**config.mk**
```make
export PLATFORM = sky130hd
export DESIGN_NAME = button_debounce
export DESIGN_NICKNAME = d
export VERILOG_FILES = /design/src/rtl/button_debounce_pkg.sv /design/src/rtl/button_debounce_sync_2ff.sv /design/src/rtl/button_debounce.sv
export SDC_FILE = /design/constraint.sdc
export NUM_CORES = 1
export LEC_CHECK = 0
export ABC_AREA = 0
export CAP_MARGIN = 10
export CELL_PAD_IN_SITES_DETAIL_PLACEMENT = 0
export CELL_PAD_IN_SITES_GLOBAL_PLACEMENT = 1
export CORE_MARGIN = 3
export CORE_UTILIZATION = 37
export DETAILED_ROUTE_END_ITERATION = 6
export PLACE_DENSITY = 0.72
export SLEW_MARGIN = 20
export SYNTH_ARGS = -nofsm -noshare
export SYNTH_HDL_FRONTEND = slang
export SYNTH_SLANG_ARGS = --single-unit
```
**constraint.sdc**
```tcl
create_clock -name CLK -period 4 [get_ports CLK]
set_input_delay 0.8 -clock CLK [delete_from_list [all_inputs] [get_ports CLK]]
set_output_delay 0.8 -clock CLK [all_outputs]
set_load 0.03 [all_outputs]
```
**src/rtl/button_debounce_pkg.sv**
```systemverilog
// ----------------------------------------------------------------------------
// button_pkg
//   Shared definitions for the pushbutton input path.
//   - state_t : debounce FSM state encodings
//   - DEFAULT_* : timing defaults for a 12 MHz board clock
//   - cnt_width : width of a counter that must reach (cycles - 1)
// ----------------------------------------------------------------------------
package button_pkg;

  typedef enum logic [1:0] {
    S_IDLE       = 2'd0,
    S_DB_PRESS   = 2'd1,
    S_PRESSED    = 2'd2,
    S_DB_RELEASE = 2'd3
  } state_t;

  // 10 ms debounce window and 1 s long-press threshold at 12 MHz.
  localparam int unsigned DEFAULT_DEBOUNCE_CYCLES = 32'd120_000;
  localparam int unsigned DEFAULT_LONG_CYCLES     = 32'd12_000_000;

  // Counter width able to hold cycles-1; never narrower than one bit.
  function automatic int unsigned cnt_width(input int unsigned cycles);
    return (cycles < 32'd2) ? 32'd1 : $clog2(cycles);
  endfunction

endpackage

```
**src/rtl/button_debounce_sync_2ff.sv**
```systemverilog
// ----------------------------------------------------------------------------
// sync_2ff
//   Two-flop synchroniser for a single asynchronous input bit.
//   Ports:
//     clk   : destination clock
//     rst_n : synchronous active-low reset, loads RESET_VAL into both flops
//     d     : asynchronous input
//     q     : synchronised output (two clk edges of latency)
//   Parameter RESET_VAL lets the caller pick the idle level of the pin so
//   that leaving reset does not look like an input edge.
// ----------------------------------------------------------------------------
module sync_2ff #(
  parameter logic RESET_VAL = 1'b0
) (
  input  logic clk,
  input  logic rst_n,
  input  logic d,
  output logic q
);

  logic meta_r;
  logic sync_r;

  // Metastability flop followed by the settled output flop.
  always_ff @(posedge clk) begin
    if (!rst_n) begin
      meta_r <= RESET_VAL;
      sync_r <= RESET_VAL;
    end else begin
      meta_r <= d;
      sync_r <= meta_r;
    end
  end

  assign q = sync_r;

endmodule

```
**src/rtl/button_debounce.sv**
```systemverilog
// ----------------------------------------------------------------------------
// button_debounce
//   Synchronises a raw pushbutton pin, debounces it with a counter-based FSM
//   and produces a clean level, one-cycle press/release pulses, an optional
//   long-press pulse and a wrapping press counter. All outputs registered.
//
//   Ports:
//     CLK           : system clock
//     RST_N         : synchronous active-low reset
//     BTN           : raw, asynchronous, bouncing button pin
//     BTN_LEVEL     : debounced level, 1 = pressed
//     PRESS_PULSE   : one cycle on each accepted press
//     RELEASE_PULSE : one cycle on each accepted release
//     LONG_PULSE    : one cycle once per press held LONG_CYCLES after accept
//     PRESS_COUNT   : accepted presses, wraps silently
//
//   Build option: define BUTTON_LONG_PRESS_EN to include the hold counter and
//   LONG_PULSE; otherwise LONG_PULSE is constant 0 and LONG_CYCLES is unused
//   except for the parameter sanity check.
// ----------------------------------------------------------------------------
module button_debounce
  import button_pkg::*;
#(
  parameter int unsigned DEBOUNCE_CYCLES = DEFAULT_DEBOUNCE_CYCLES,
  parameter int unsigned LONG_CYCLES     = DEFAULT_LONG_CYCLES,
  parameter int unsigned ACTIVE_LOW      = 32'd1,
  parameter int unsigned COUNT_W         = 32'd8
) (
  input  logic               CLK,
  input  logic               RST_N,
  input  logic               BTN,
  output logic               BTN_LEVEL,
  output logic               PRESS_PULSE,
  output logic               RELEASE_PULSE,
  output logic               LONG_PULSE,
  output logic [COUNT_W-1:0] PRESS_COUNT
);

  localparam logic ACTIVE_BIT = (ACTIVE_LOW != 32'd0) ? 1'b1 : 1'b0;
  localparam int unsigned DW  = cnt_width(DEBOUNCE_CYCLES);
  localparam logic [DW-1:0] D_LAST = DW'(DEBOUNCE_CYCLES - 32'd1);

  if ((DEBOUNCE_CYCLES < 32'd2) || (LONG_CYCLES <= DEBOUNCE_CYCLES)) begin : g_bad_cfg
    $error("button_debounce: DEBOUNCE_CYCLES must be >= 2 and below LONG_CYCLES");
  end

  // ---------------------------------------------------------------- sync --
  logic sync_q;
  logic p;

  // Flops reset to the released pin level so reset exit is not an edge.
  sync_2ff #(
    .RESET_VAL (ACTIVE_BIT)
  ) u_sync (
    .clk   (CLK),
    .rst_n (RST_N),
    .d     (BTN),
    .q     (sync_q)
  );

  // p = 1 means pressed regardless of board polarity.
  assign p = sync_q ^ ACTIVE_BIT;

  // ----------------------------------------------------------- FSM state --
  state_t             state_r,   state_s;
  logic [DW-1:0]      dcnt_r,    dcnt_s;
  logic               level_r,   level_s;
  logic               press_r,   press_s;
  logic               release_r, release_s;
  logic [COUNT_W-1:0] count_r,   count_s;

`ifdef BUTTON_LONG_PRESS_EN
  localparam int unsigned HW = cnt_width(LONG_CYCLES);
  localparam logic [HW-1:0] H_LAST = HW'(LONG_CYCLES - 32'd1);

  logic [HW-1:0] hcnt_r,  hcnt_s;
  logic          fired_r, fired_s;
  logic          long_r,  long_s;
`endif

  // Next-state, counter and registered-output computation.
  always_comb begin
    state_s   = state_r;
    dcnt_s    = dcnt_r;
    level_s   = level_r;
    press_s   = 1'b0;
    release_s = 1'b0;
    count_s   = count_r;
`ifdef BUTTON_LONG_PRESS_EN
    hcnt_s    = hcnt_r;
    fired_s   = fired_r;
    long_s    = 1'b0;
`endif

    case (state_r)
      S_IDLE: begin
        level_s = 1'b0;
        if (p) begin
          state_s = S_DB_PRESS;
          dcnt_s  = '0;
        end else begin
          state_s = S_IDLE;
        end
      end

      S_DB_PRESS: begin
        if (!p) begin
          state_s = S_IDLE;
        end else if (dcnt_r == D_LAST) begin
          state_s = S_PRESSED;
          press_s = 1'b1;
          level_s = 1'b1;
          count_s = count_r + COUNT_W'(1);
`ifdef BUTTON_LONG_PRESS_EN
          hcnt_s  = '0;
`endif
        end else begin
          dcnt_s = dcnt_r + DW'(1);
        end
      end

      S_PRESSED: begin
`ifdef BUTTON_LONG_PRESS_EN
        // Hold counter saturates; fired flag limits LONG_PULSE to once.
        if (hcnt_r != H_LAST) begin
          hcnt_s = hcnt_r + HW'(1);
        end else begin
          hcnt_s = hcnt_r;
        end
        if ((hcnt_r == H_LAST) && !fired_r) begin
          long_s  = 1'b1;
          fired_s = 1'b1;
        end else begin
          long_s  = 1'b0;
        end
`endif
        if (!p) begin
          state_s = S_DB_RELEASE;
          dcnt_s  = '0;
        end else begin
          state_s = S_PRESSED;
        end
      end

      S_DB_RELEASE: begin
        // A bounce back to pressed keeps hcnt and the fired flag intact.
        if (p) begin
          state_s = S_PRESSED;
        end else if (dcnt_r == D_LAST) begin
          state_s   = S_IDLE;
          release_s = 1'b1;
          level_s   = 1'b0;
`ifdef BUTTON_LONG_PRESS_EN
          fired_s   = 1'b0;
`endif
        end else begin
          dcnt_s = dcnt_r + DW'(1);
        end
      end

      default: begin
        state_s = S_IDLE;
        level_s = 1'b0;
      end
    endcase
  end

  // State, counters and outputs; reset aborts any debounce/hold silently.
  always_ff @(posedge CLK) begin
    if (!RST_N) begin
      state_r   <= S_IDLE;
      dcnt_r    <= '0;
      level_r   <= 1'b0;
      press_r   <= 1'b0;
      release_r <= 1'b0;
      count_r   <= '0;
`ifdef BUTTON_LONG_PRESS_EN
      hcnt_r    <= '0;
      fired_r   <= 1'b0;
      long_r    <= 1'b0;
`endif
    end else begin
      state_r   <= state_s;
      dcnt_r    <= dcnt_s;
      level_r   <= level_s;
      press_r   <= press_s;
      release_r <= release_s;
      count_r   <= count_s;
`ifdef BUTTON_LONG_PRESS_EN
      hcnt_r    <= hcnt_s;
      fired_r   <= fired_s;
      long_r    <= long_s;
`endif
    end
  end

  assign BTN_LEVEL     = level_r;
  assign PRESS_PULSE   = press_r;
  assign RELEASE_PULSE = release_r;
  assign PRESS_COUNT   = count_r;
`ifdef BUTTON_LONG_PRESS_EN
  assign LONG_PULSE    = long_r;
`else
  assign LONG_PULSE    = 1'b0;
`endif

endmodule

```
# == After elaboration in Yosys (flattened, before gate mapping) ==
# Index checks and enable logic that the tools add are counted.
# totals
input_bits,3
regBits,32
word_cells,52
out_inout_bits,12
# op_classes
n_mux,19
bitwise,3
eq_ne,12
add_sub_neg,2
n_reduce_logical,8
# ops
operator,count
$mux W17,5
$pmux W17 S4,1
$add A17 B1 Y17 const B,1
$eq A17 B17 Y1 const B,1
$add A8 B1 Y8 const B,1
$mux W2,4
$ne A2 B2 Y1 const B,4
$pmux W2 S4,1
$mux W1,7
$reduce_and A3 Y1,2
$reduce_and A5 Y1,1
$eq A2 B2 Y1 const B,2
$ne A2 B1 Y1 const B,2
$reduce_and A4 Y1,1
$ne A3 B2 Y1 const B,1
$ne A3 B3 Y1 const B,1
$not A1 Y1,3
$pmux W1 S3,1
$reduce_bool A3 Y1,1
$reduce_or A3 Y1,1
$eq A2 B1 Y1 const B,1
$logic_not A2 Y1,1
$reduce_and A2 Y1,1

# == Longest topological paths before layout ==
# Gate-level depths: netlist of run 1.
# logic_depth
depth_word,4
mapped_depth,7
depth_no_buf,6

# == Modules after synthesis ==
# Synthesis of run 1 repeated with hierarchy kept, for this count alone.
# unflattened
hier_cells,184
hier_area_um2,1566.5
# by_module_without_submodules
module,area_each_um2,cells_each,instances,seq_area_each_um2
button_debounce,1514.0,180,1,600.6
sync_2ff,52.6,4,1,40.0

# == Worst setup path after synthesis of run 1 ==
# No wires, ideal clock.
# synth_path
kind,register to register
startpoint,reg dcnt_r[0]
endpoint,reg count_r[4] (netlist: PRESS_COUNT[4])
synth_period_minus_slack_ns,1.814
t_arrival_ns,1.695
n_path_buf,1
path_stages_with_launch,8
t_required_ns,3.881
setup_slack_ns,2.186
cell_sequence,dfxtp_1 > ha_1 > nand3b_1 > or2_0 > buf_6 > nor4_4 > nand4_1 > mux2i_1
# synth_via
elab_chain_cells,2
# synth_lines
item,line,rtl
"start, declared",button_debounce.sv:66,"logic [DW-1:0] dcnt_r, dcnt_s;"
"start signal, assigned",button_debounce.sv:184,dcnt_r <= dcnt_s;
$eq A17 B17 Y1,button_debounce.sv:109,end else if (dcnt_r == D_LAST) begin
$reduce_and A3 Y1 (no line),-,
"end signal, assigned",button_debounce.sv:188,count_r <= count_s;
"end, declared",button_debounce.sv:70,"logic [COUNT_W-1:0] count_r, count_s;"
# No other way between the ends.
# A chain may end at the register's enable or synchronous reset.

==> metrics.txt, run 1 <==
status=complete, no violations; TritonCTS clock tree=built; gpl congestion=0.806; met3 Use GR=4.46%; vias in the first global route=1,141; Hold Vio Cnt, Final=0; CP Max Fanout=8; Clock Root Buffer=clkbuf_8; sequential element share of the synthesized area=41.7%; die area=0.00497 mm2; antenna viol nets, final=0; Cell Chain, Critical Path=xor2_1 -> nor4_1 -> nand4_1 -> xor2_1 -> nor2_1; Overflow after GRT=0; CTS Hold Bufs=0; Post-Place Setup Slack=about 1.7 ns; largest net degree at the start of global routing=27; top cells by count, synth=dfxtp_1 (32), nand2_1 (17), nor2_1 (17); # nets final=190; Arr. time, crit path=2.38 ns; number of fill cells in the layout=370; io pins=15; placed cells=roughly 230; Setup Skew=0.00536 ns; biggest area consumer among synthesized cells=dfxtp_1; largest cells by area after synthesis=dfxtp_1 (42%), xor2_1 (6.8%), mux2i_1 (4.6%), nand2_1 (4.1%), nor2_1 (4.1%); Worst-Skew Late Latency=0.28 ns; Setup-failing EPs final=0; Worst slew margin=roughly 38%; post-synthesis async set-or-reset flop share=0%; post-synth top area share=41.7%; diode count=0; drc violations=0; CORE AREA=0.00383 mm2; initial antenna violation count=0; pwr dens=about 330 mW/mm2; htree depth=2; Post-synth EDFFs=0; maxcap violations=0; leak pwr=0.000645 uW; Final WS setup=1.76 ns; TNS Setup=0 ns; Cell variety after synth=38; Synth Cell Area=between 0.0015 and 0.002 mm2; GR peak layer=met2; Worst-Margin Slew=around 0.93 ns; 1st-pass router iterations=4; final worst-path cycle share=a little under three fifths; Post-Syn Nets=176; maximum operating frequency=~450 MHz; Ys Warns=0; most used cell, CP=xor2_1; critical path endpoint category=flop; max-slew violations=0; clock buffer depth=2; share of cells above drive strength 1=8.60%; Layout area overhead=15.8%; count leader, synth=dfxtp_1; Reg clk slew, reported paths=0.07 ns; Routed Wire Length=3090 um; DP HPWL=2190 um; Worst setup SP type=flop; clock sink count=32; largest stage delay on the critical path=roughly 0.86 ns; critical path class=flop to flop; fin crit period=2.24 ns; Syn Area/Cell=8.99 um2; vias=1,211; Via density=5.18; Worst EP required=4.14 ns; CP max stage cell=nor4_1; I/O Buffers=13; Yosys reg bits=32; TritonCTS buffer count=5; post-DR wirelength/cell=13.2 um; Die W=70.5 um; ys flop type=dfxtp_1; Die Y=70.5 um; Non-Filler Instances=234; Initial Utilization=40.2%; first-pass GRT wire length=5350 um; peak supply drop=~220 uV; post-synthesis instance total=171; Row Count=22; Final Core Density=between 40% and 50%; GRT Overall Usage=13.7%; post-CTS setup buffers=0; Resize count post-CTS=0; met2 usage=19.9%; Detailed Route Iter0 Violations=45; GR Layer Usage met1=17.9%; Hold Path Class=flop to flop; RSZ-0062 raised after global routing=false
kinds of logic (layout without fill, tap and decap cells):
logic type                 after synthesis  count (layout)  share of synthesized area [%]
muxes                                    7               7                           4.56
DFF                                     32              32                           41.7
other                                    1               1                          0.244
AOI/OAI and AO/OA                       22              22                           8.30
xor gates and xnor gates                14              14                           7.97
adders and majority gates                2               2                           1.63
and+or+nand+nor                         83              83                           31.7
buffers and inverters                   10              25                           3.91
through the flow:
stage	hold WS (ns)	area, um2	total power (uW)
floorplan	0.386	1540	340
global placement	0.399	1690	344
detailed placement	0.403	1690	344
CTS	0.419	1780	603
global route	0.441	1780	621
finish	0.415	1780	591
worst max-delay path, delay by kind of cell (launching register included):
kind,cells,cell delay (ns)
simple gates,3,1.11
xor+xnor,2,0.45
flops,1,0.54
cell usage in the layout, fill, tap and decap left out, types with 6 or more instances in the layout:
cell type / count
clkdlybuf4s50_1: 13
xor2_1: 12
clkbuf_8: 6
mux2i_1: 7
nand3_1: 10
nand2_1: 17
dfxtp_1: 32
o21ai_0: 10
nand2b_1: 9
nor2_1: 17
nand4_1: 6
where the power goes:
part,switching (uW),total [uW],internal [uW]
registers,1.69,322,320
logic,10.3,15.5,5.12
clock network,114,254,140
total,126,591,465
layer usage:
| metal | vias to the layer above | share of wire [%] |
|---|---|---|
| met4 | 0 | 1.8 |
| met1 | 559 | 51 |
| met3 | 5 | 3.5 |
| met2 | 14 | 44 |
| li1 | 633 | - |
| met5 | - | 0 |
state kept, by name, indices dropped and copies added, names as in the netlist, named ones only:
register       flops
PRESS_COUNT        8
PRESS_PULSE        1
RELEASE_PULSE      1
dcnt_r            17
BTN_LEVEL          1
u_sync.q           1
u_sync.meta_r      1
state_r            1
cell type report:
| class | instances | area [um2] | share of cell area (%) |
|---|---|---|---|
| clock buffers | 8 | 90.1 | 5.06 |
| inverters | 3 | 11.3 | 0.632 |
| repair buffers | 14 | 138 | 7.73 |
| multi-input cells | 129 | 841 | 47.2 |
| flip-flops and latches | 32 | 641 | 36.0 |
| well taps | 48 | 60.1 | 3.37 |
worst paths after layout:
kind	to	start	depth (start not counted)	slack, ns
worst max-delay path	dcnt_r[10]	flop	5	1.76
worst min-delay path	u_sync.q	u_sync.meta_r	1	0.41
worst max register to register	dcnt_r[10]	flop	5	1.76
worst min register to register	u_sync.q	u_sync.meta_r	1	0.41
No activity file was read; power rests on OpenSTA's default activity.
==> run 2, diff against run 1 <==
- PLACE_DENSITY: 0.72 -> 0.75
- clock period: 4 -> 2 ns (I/O delays scaled with it)
==> run 2 against run 1 <==
Effect of this change:
- power rose by 98%
- largest cell class unchanged
- count of clock-buffer cells in the layout did not move
- non-clock buffer count rose by 9
- largest power group unchanged
- sequential share of layout area fell by 1.4 points
- combinational power rose by 120%
- highest routed layer unchanged
- register-to-register slack got worse by 1.5 ns
==> metrics.txt, run 2 (synthesized netlist as in run 1, its figures left out) <==
CORE AREA=0.00383 mm2 (unchanged); most common cell after layout, fill and taps aside=dfxtp_1 (unchanged); maxcap violations=0 (unchanged); Detailed Route Iter0 Violations=53 (was 45); Worst slew margin=55.7% (was 37.6%); GRT Overall Usage=13.0% (was 13.7%); largest net degree at the start of global routing=26 (was 27); Row Count=22 (unchanged); Hold Vio Cnt, Final=0 (unchanged); Routed Wire Length=2940 um (was 3090 um); Worst-Skew Late Latency=0.28 ns (about the same); Setup Skew=0.00555 ns (was 0.00536 ns); number of fill cells in the layout=371 (was 370); vias in the first global route=1,094 (was 1,141); diode count=0 (unchanged); max FFs per register=17 (unchanged); Via density=5.06 (was 5.18); Layout area overhead=20.6% (was 15.8%); CP Max Fanout=7 (was 8); first-pass GRT wire length=5110 um (was 5350 um); # nets final=199 (was 190); clock sink count=32 (unchanged); Die Y=70.5 um (unchanged); Cell Chain, Critical Path=clkdlybuf4s50_1 (was xor2_1 -> nor4_1 -> nand4_1 -> xor2_1 -> nor2_1); peak supply drop=521 uV (was 224 uV); leak pwr=0.000691 uW (was 0.000645 uW); status=complete, no violations (unchanged); I/O Buffers=13 (unchanged); vias=1,230 (was 1,211); io pins=15 (unchanged); final worst-path cycle share=about nine tenths; share of cells above drive strength 1=13.8% (was 8.60%); Hold Path Class=flop to flop (unchanged); fin crit period=1.79 ns; CP bufs+invs=1 (was 0); CP max stage cell=clkdlybuf4s50_1 (was nor4_1); antenna viol nets, final=0 (unchanged); most frequent cells in the layout=dfxtp_1 (32), nand2_1 (17), nor2_1 (17), clkdlybuf4s50_1 (13), xor2_1 (12) (unchanged); critical path endpoint category=output port (was flop); final hold slack=0.408 ns (was 0.415 ns); Initial Utilization=40.2% (unchanged); Setup-failing EPs final=0 (unchanged); register area=641 um2 (unchanged); largest stage delay on the critical path=0.70 ns (was 0.86 ns); die area=0.00497 mm2 (unchanged); critical path class=flop to output port (was flop to flop); Worst-Margin Slew=0.664 ns (was 0.928 ns); Clock Root Buffer=clkbuf_8 (unchanged); drc violations=0 (unchanged); Arr. time, crit path=1.39 ns (was 2.38 ns); pwr dens=631 mW/mm2 (was 332 mW/mm2); CP top delay family=buffers and inverters (was simple AND/OR/NAND/NOR gates); DP HPWL=2140 um (was 2190 um); total power=1170 uW (was 591 uW); htree depth=2 (unchanged); Biggest register=dcnt_r (unchanged); multi-input logic area=847 um2 (was 841 um2); post-CTS setup buffers=0 (unchanged); maximum operating frequency=558 MHz; Die W=70.5 um (unchanged); post-DR wirelength/cell=12.1 um (was 13.2 um); Final Core Density=48.5% (was 46.5%); clock buffer depth=2 (unchanged); initial antenna violation count=0 (unchanged); CTS Hold Bufs=0 (unchanged); Final WS setup=0.207 ns (was 1.76 ns); 1st-pass router iterations=4 (unchanged); Overflow after GRT=0 (unchanged); Post-Place Setup Slack=0.0233 ns (was 1.67 ns); TritonCTS buffer count=5 (unchanged); Worst setup SP type=flop (unchanged); TNS Setup=0 ns (unchanged); Reg clk slew, reported paths=0.06 ns (was 0.07 ns); Worst EP required=1.60 ns (was 4.14 ns); TritonCTS clock tree=built (unchanged); max-slew violations=0 (unchanged); RSZ-0062 raised after global routing=false (unchanged); gpl congestion=0.819 (was 0.806)
==> run 2: cell types whose count changed in the layout (fill, tap and decap cells not counted), sizes merged <==
| cell | change |
|---|---|
| buf | +9 |
==> run 2: path summary, 6_finish.rpt <==
check,from,to,slack (ns),cells after the start
setup / recovery,PRESS_COUNT[3],PRESS_COUNT[3],0.21,1
hold / removal,u_sync.meta_r,u_sync.q,0.41,1
setup reg to reg,dcnt_r[0],PRESS_COUNT[5],0.23,7
hold reg to reg,u_sync.meta_r,u_sync.q,0.41,1
==> run 2: timing repair <==
action,4_1_cts,5_1_grt
resized for setup,0,3
setup endpoints to repair,0,13
hold endpoints to repair,0,0
==> run 2: layout make-up <==
| cell class | count | area share [%] |
|---|---|---|
| clock buffers | 8 | 4.86 |
| inverters | 3 | 0.607 |
| multi-input cells | 129 | 45.7 |
| flip-flops and latches | 32 | 34.5 |
| well taps | 48 | 3.24 |
| repair buffers | 23 | 11.1 |
==> run 2: routing by layer <==
metal	wire length, um	global-route usage, %	vias up
met5	0	0	-
met4	51	6.38	0
met3	163	4.03	5
met2	1280	18.3	25
met1	1450	17.7	552
li1	-	-	648
==> run 2: power breakdown <==
part           internal (uW)  total (uW)  switching, uW
Sequential               640         642           1.69
Combinational           11.3        34.4           23.2
Clock                    280         495            215
==> run 2: per-stage QoR <==
stage          cell area [um2]  std cells
6_report                  1850        243
5_1_grt                   1850        243
4_1_cts                   1840        243
3_5_place_dp              1750        235
3_3_place_gp              1750        235
2_1_floorplan             1540        171
==> run 3, diff against run 2 <==
==> constraint.sdc (replaced) <==
create_clock -name CLK -period 2 [get_ports CLK]
set_input_delay 0.5 -clock CLK [delete_from_list [all_inputs] [get_ports CLK]]
set_output_delay 0.5 -clock CLK [all_outputs]
set_load 0.02 [all_outputs]
==> results of run 3 <==
The final DEF is identical to that of run 2. Status: complete, no violations.
Among the figures that moved: setup slack after layout 0.207 ns -> 0.174 ns
